File: config.mk
export PLATFORM = sky130hd
export DESIGN_NAME = stage2_maxpool
export DESIGN_NICKNAME = d
export VERILOG_FILES = /design/src/rtl/stage2_maxpool.sv
export SDC_FILE = /design/constraint.sdc
export NUM_CORES = 2
export LEC_CHECK = 0
export ABC_CLOCK_PERIOD_IN_PS = 5600
export CORE_MARGIN = 3
export CORE_UTILIZATION = 55
export DETAILED_ROUTE_END_ITERATION = 6
export PLACE_DENSITY = 0.78
export RECOVER_POWER = 25
export SYNTH_ARGS = -nofsm -noshare
export SYNTH_HDL_FRONTEND = slang
export SYNTH_SLANG_ARGS = --single-unit
File: constraint.sdc
create_clock -name clk -period 5.6 [get_ports clk]
set_input_delay 1.12 -clock clk [delete_from_list [all_inputs] [get_ports clk]]
set_output_delay 1.12 -clock clk [all_outputs]
set_load 0.02 [all_outputs]
File: src/rtl/stage2_maxpool.sv
// 2x2 stride-2 max-pooling stage for the stage-2 conv stream.
// Takes raster-order pixels with all channels packed and emits one pooled pixel per 2x2 window.
module stage2_maxpool #(
    parameter int CH   = 3,
    parameter int IBW  = 32,
    parameter int IN_X = 8,
    parameter int IN_Y = 8
) (
    input  logic                clk,
    input  logic                reset_n,
    input  logic                i_in_valid,
    input  logic [CH*IBW-1:0]   i_in_fmap,
    output logic                o_ot_valid,
    output logic [CH*IBW-1:0]   o_ot_fmap,
    output logic                o_ot_last
);

    localparam int W   = CH * IBW;
    localparam int CW  = (IN_X > 1) ? $clog2(IN_X) : 1;
    localparam int RW  = (IN_Y > 1) ? $clog2(IN_Y) : 1;
    localparam int LBD = IN_X / 2;
    localparam int BW  = (LBD > 1) ? $clog2(LBD) : 1;

    logic [CW-1:0] col_r;
    logic [RW-1:0] row_r;
    logic [W-1:0]  hold_r;
    logic [W-1:0]  line_buf_r [LBD];

    logic [BW-1:0] idx_s;
    logic [W-1:0]  cand_s;
    logic [W-1:0]  res_s;
    logic          col_end_s;
    logic          row_end_s;

    // Per-channel unsigned maximum; result keeps the input width.
    function automatic logic [W-1:0] vmax(input logic [W-1:0] a, input logic [W-1:0] b);
        logic [W-1:0] m;
        m = '0;
        for (int c = 0; c < CH; c++) begin
            m[c*IBW +: IBW] = (a[c*IBW +: IBW] > b[c*IBW +: IBW]) ? a[c*IBW +: IBW] : b[c*IBW +: IBW];
        end
        return m;
    endfunction

    assign idx_s     = BW'(col_r >> 1);
    assign col_end_s = (col_r == CW'(IN_X - 1));
    assign row_end_s = (row_r == RW'(IN_Y - 1));

    // Window merge: line buffer entry against the new beat, then against the odd-row hold value.
    always_comb begin
        cand_s = vmax(line_buf_r[idx_s], i_in_fmap);
        res_s  = vmax(hold_r, cand_s);
    end

    // Raster counters, window accumulation and the registered pooled output.
    always_ff @(posedge clk) begin
        if (reset_n) begin
            col_r      <= '0;
            row_r      <= '0;
            hold_r     <= '0;
            o_ot_valid <= 1'b0;
            o_ot_last  <= 1'b0;
            o_ot_fmap  <= '0;
            for (int i = 0; i < LBD; i++) begin
                line_buf_r[i] <= '0;
            end
        end else begin
            o_ot_valid <= 1'b0;
            o_ot_last  <= 1'b0;
            if (i_in_valid) begin
                case ({row_r[0], col_r[0]})
                    2'b00: hold_r <= i_in_fmap;
                    2'b01: line_buf_r[idx_s] <= vmax(hold_r, i_in_fmap);
                    2'b10: hold_r <= cand_s;
                    2'b11: begin
                        o_ot_fmap  <= res_s;
                        o_ot_valid <= 1'b1;
                        o_ot_last  <= col_end_s && row_end_s;
                    end
                    default: hold_r <= hold_r;
                endcase
                if (col_end_s) begin
                    col_r <= '0;
                    row_r <= row_end_s ? RW'(0) : row_r + RW'(1);
                end else begin
                    col_r <= col_r + CW'(1);
                end
            end else begin
                col_r <= col_r;
            end
        end
    end

endmodule

**After elaboration in Yosys (flattened, before gate mapping)**

Memory sizes are Yosys's and may differ from the RTL's. A register that Yosys moved wholly into a read port is not among the register bits.
Index checks and enable logic that the tools add are counted.

- Register bits: 200
- Bits in writable memories: 384
- Input port bits: 99
- Output and inout bits: 98
- Logic and storage cells: 58
- Memories: 1

- $add $sub $neg: 2
- Order comparisons: 9
- Equal/unequal tests: 5
- Mux-type cells: 24
- Bitwise gates (word level): 2
- Reductions and logical operators: 9

Memories:

| name | depth | width | read ports | clocked after Yosys merged registers in | wr ports | RTL line | RTL |
|---|---|---|---|---|---|---|---|
| line_buf_r | 4 | 96 | 1 | 1 | 4 | 27 | `logic [W-1:0] line_buf_r [LBD];` |

Operator list:

| operator | number |
|---|---|
| $gt 32x32->1 | 9 |
| $mux 32 | 9 |
| $pmux 96 s2 | 1 |
| $mux 96 | 1 |
| $reduce_or 96->1 | 1 |
| $mux 1 | 8 |
| $add 3x1->3 const B | 2 |
| $eq 3x3->1 const B | 2 |
| $mux 2 | 3 |
| $mux 3 | 2 |
| $reduce_and 2->1 | 3 |
| $eq 2x2->1 const B | 2 |
| $reduce_or 3->1 | 1 |
| $eq 2x1->1 const B | 1 |
| $logic_not 2->1 | 1 |
| $not 1->1 | 2 |
| $reduce_bool 2->1 | 1 |
| $reduce_or 2->1 | 1 |
| $logic_and 1x1->1 | 1 |

**Longest topological paths before layout**

- Depth after elaboration: 7
- Gate-level depth with buffers: 25

**Worst setup path before layout**

Ideal clock, no wire load.

- Kind: register to register
- Start: reg (tool-made name)
- End: reg o_ot_fmap[64]
- Library setup time: 0.079 ns
- Arrival: 5.575 ns
- Slack: -0.054 ns
- Stages on the path, launching flop included: 23
- Path buffers: 6
- Clock period less this slack: 5.654 ns
- Cells stage by stage: dfxtp_1 -> clkbuf_1 -> buf_2 -> buf_2 -> mux4_2 -> ha_1 -> nand4_1 -> nor4_1 -> and2_1 -> o22ai_1 -> nor2_2 -> buf_6 -> mux2i_1 -> ha_1 -> a21oi_1 -> nor2_1 -> a2111oi_0 -> o31ai_1 -> o2111a_1 -> or3_1 -> clkbuf_1 -> clkbuf_1 -> o211ai_1

RTL lines:

| what | RTL line | RTL |
|---|---|---|
| to (signal assigned) | 76 | `o_ot_fmap <= res_s;` |
| to (decl) | 14 | `output logic [CH*IBW-1:0] o_ot_fmap,` |

==> flow_metrics.tcl <==
set metrics [dict create \
    io-pin-count 197 \
    drive_gt1_frac 0.225 \
    port_buffers 196 \
    root_buffer "clkbuf_16" \
    run_status "finished with violations" \
    hold_depth 2 \
    synth_area_leaders "edfxtp_1 35%, dfxtp_1 12%, ha_1 11%, mux2i_1 8.0%, mux4_2 6.4%" \
    grt_usage 0.314 \
    yosysTopAreaCellShare 0.353 \
    dpl-instance-area_um2 38400 \
    p_per_area_nw_per_um2 276 \
    maxCapViolCount 2 \
    min_from "o_ot_fmap[75]" \
    wl_per_cell_um 23.7 \
    slew_headroom -0.661 \
    grt_max_degree 97 \
    whs_endpoint "o_ot_fmap[75]" \
    hold_class "flip-flop to flip-flop" \
    rsz0062_at_grt "yes" \
    drt_pass1_iterations 5 \
    synth_edf_count 384 \
    end_kind "flip-flop" \
    clock-sinks 586 \
    remaining_drc_errors 0 \
    p_leak_uw 0.0185 \
    setup_viol 31 \
    ir_drop_mv 0.259 \
    grt_pass1_vias 28000 \
    fmax_mhz 176 \
    crit_required_ns 6.06 \
    synthCells 2935 \
    grt_pass1_wl_mm 155 \
    nFillCells 3904 \
    r2r_end "o_ot_fmap[63]" \
    period_share 1.02 \
    die_h_um 250 \
    synth_seq_area_share 0.477 \
    holdWs_ns 0.479 \
    syn_avg_cell_area_um2 11.1 \
    syn-num-nets 3326 \
    finalSetupTns_ns -0.925 \
    via_count 27400 \
    hold_viol 0 \
    diodes 0 \
    synth_most_common_cell "edfxtp_1" \
    crit_type "flip-flop to flip-flop" \
    pre_cts_slack_ns -0.621 \
    reg2reg_slack_ns -0.09 \
    critPathLaunchType "flip-flop" \
    cts_buffers 66 \
    area_delta_synth_final_pct 29.2 \
    yosys_register_bits 586 \
    critPathMaxFanout 11 \
    row_count 88 \
    synth.distinct_cells 65 \
    final_area_um2 42200 \
    period_minus_slack_ns 5.69 \
    synth_ff_type "edfxtp_1" \
    grt_overflow 0 \
    die_x_um 250 \
    wl_mm 102 \
    drv_slew 76 \
    netlist_area_um2 32700 \
    die-area_um2 62400 \
    ant_nets 0 \
    cts_tree "done" \
    multiInputGateArea_um2 16900 \
    setup_ws_ns -0.0851 \
    place_congestion 0.995 \
    dp_hpwl_mm 65.9 \
    regArea_um2 15600 \
    cp.arrival_ns 6.15 \
    final_nets 3899 \
    ys_warn_count 0 \
    clock_skew_ns 0.0205 \
    rr_worst_depth 24 \
    vias_per_cell 6.34 \
    clockBufferDepth 3 \
    first_iter_violations 2748 \
    async_flop_share 0 \
    worst_pin_slew_ns 2.49 \
    clk_pin_slew_ns 0.06 \
    synth_area_leader_cell "edfxtp_1" \
    cts_max_level 3 \
    start_util 0.561 \
    clkLatencyLatePin_ns 0.61 \
    core_area_um2 58200 \
    violations "max-capacitance violations, max-slew violations, negative setup slack" \
    yosys-top-cells-count "384 x edfxtp_1, 292 x ha_1, 284 x nor2_1, 260 x mux2i_1, 244 x nand2_1" \
    antenna_found_initial 1 \
]
[critical path, cell delays in order (launching register included)]
cell and delay [ns]:
dfxtp_4 0.40, buf_12 0.12, buf_12 0.11, buf_16 0.15
mux4_2 0.60, ha_4 0.30, nand4_1 0.12, nor4_1 0.41
buf_4 0.21, nor2b_4 0.20, o22ai_4 0.10, nor2_4 0.26
buf_4 0.20, buf_16 0.16, mux2i_1 0.25, ha_1 0.28
nand4_1 0.13, nor4_2 0.06, buf_4 0.15, and3_4 0.17
or3_4 0.40, o22a_4 0.24, nand3_4 0.16, buf_8 0.20
o211ai_1 0.13
[cells by family after synthesis]
group | Yosys count | synth area share
adders and majority gates | 292 | 0.112
DFF | 586 | 0.477
buffers and inverters | 283 | 0.0368
AOI/OAI and AO/OA | 699 | 0.134
and+or+nand+nor | 717 | 0.0951
muxes | 358 | 0.146
[cell type report]
cell class	instances	share of cell area
inverter	112	0.00999
sequential	586	0.369
tap	765	0.0227
clock inverter	34	0.00859
multi-input combinational	2066	0.400
clock buffer	86	0.0433
timing repair buffer	676	0.147
[stage by stage]
stage,std cells,utilization,power [µW]
2_1_floorplan,2935,-,6050
3_3_place_gp,4135,0.659,6880
3_5_place_dp,4135,0.659,6960
4_1_cts,4270,0.703,11400
5_1_grt,4325,0.725,12100
6_report,4325,0.725,11700
[placed cells by master (no fill, tap or decap), drive strengths merged, types with 8 or more instances in the layout]
master / n
buf: 473
edfxtp: 384
ha: 292
nor2: 288
mux2i: 260
nand2: 244
a21oi: 231
dfxtp: 202
o211ai: 197
o21ai: 160
inv: 113
dlygate4sd3: 99
clkdlybuf4s50: 97
mux4: 93
clkbuf: 93
nand4: 63
nand3: 57
a21o: 42
clkinv: 22
nor2b: 15
o21a: 11
nor3: 11
nand2b: 9
a211oi: 9
a221oi: 8
[metal layers]
metal | track usage | wire length [µm] | up-vias
met2 | 0.534 | 50500 | 1431
met5 | 0 | 7 | -
li1 | - | - | 12300
met1 | 0.401 | 39400 | 13400
met3 | 0.0517 | 8290 | 295
met4 | 0.126 | 4220 | 2
[power by group]
group          leakage [µW]  internal, µW  switching (µW)
logic                0.0119          1100            1220
registers           0.00562          4770             118
clock network       0.00106          2640            1800
[worst max-delay path by stage]
stage,start,end,slack (ns),depth (start not counted)
global route,flip-flop,o_ot_fmap[63],-0.18,23
finish,flip-flop,o_ot_fmap[63],-0.09,24
global placement,i_in_fmap[63],o_ot_fmap[63],-0.52,20
detailed placement,i_in_fmap[63],o_ot_fmap[63],-0.62,20
floorplan,flip-flop,o_ot_fmap[64],0.03,22
CTS,flip-flop,o_ot_fmap[14],0.009,21
[flip-flops by register name (all words and copies together) (netlist names), named ones only]
name / flops
line_buf_r: 384
hold_r: 96
o_ot_fmap: 96
col_r: 3
row_r: 3
o_ot_last: 1
o_ot_valid: 1
[what timing repair did]
| action | in CTS | in global routing |
|---|---|---|
| pin swaps | 6 | 41 |
| gates cloned | 4 | 8 |
| buffers inserted | 12 | 47 |
| endpoints found under the setup margin | 64 | 96 |
| hold buffers | 0 | 0 |
| gates resized for setup | 39 | 118 |
No activity file was read; power rests on OpenSTA's default activity.
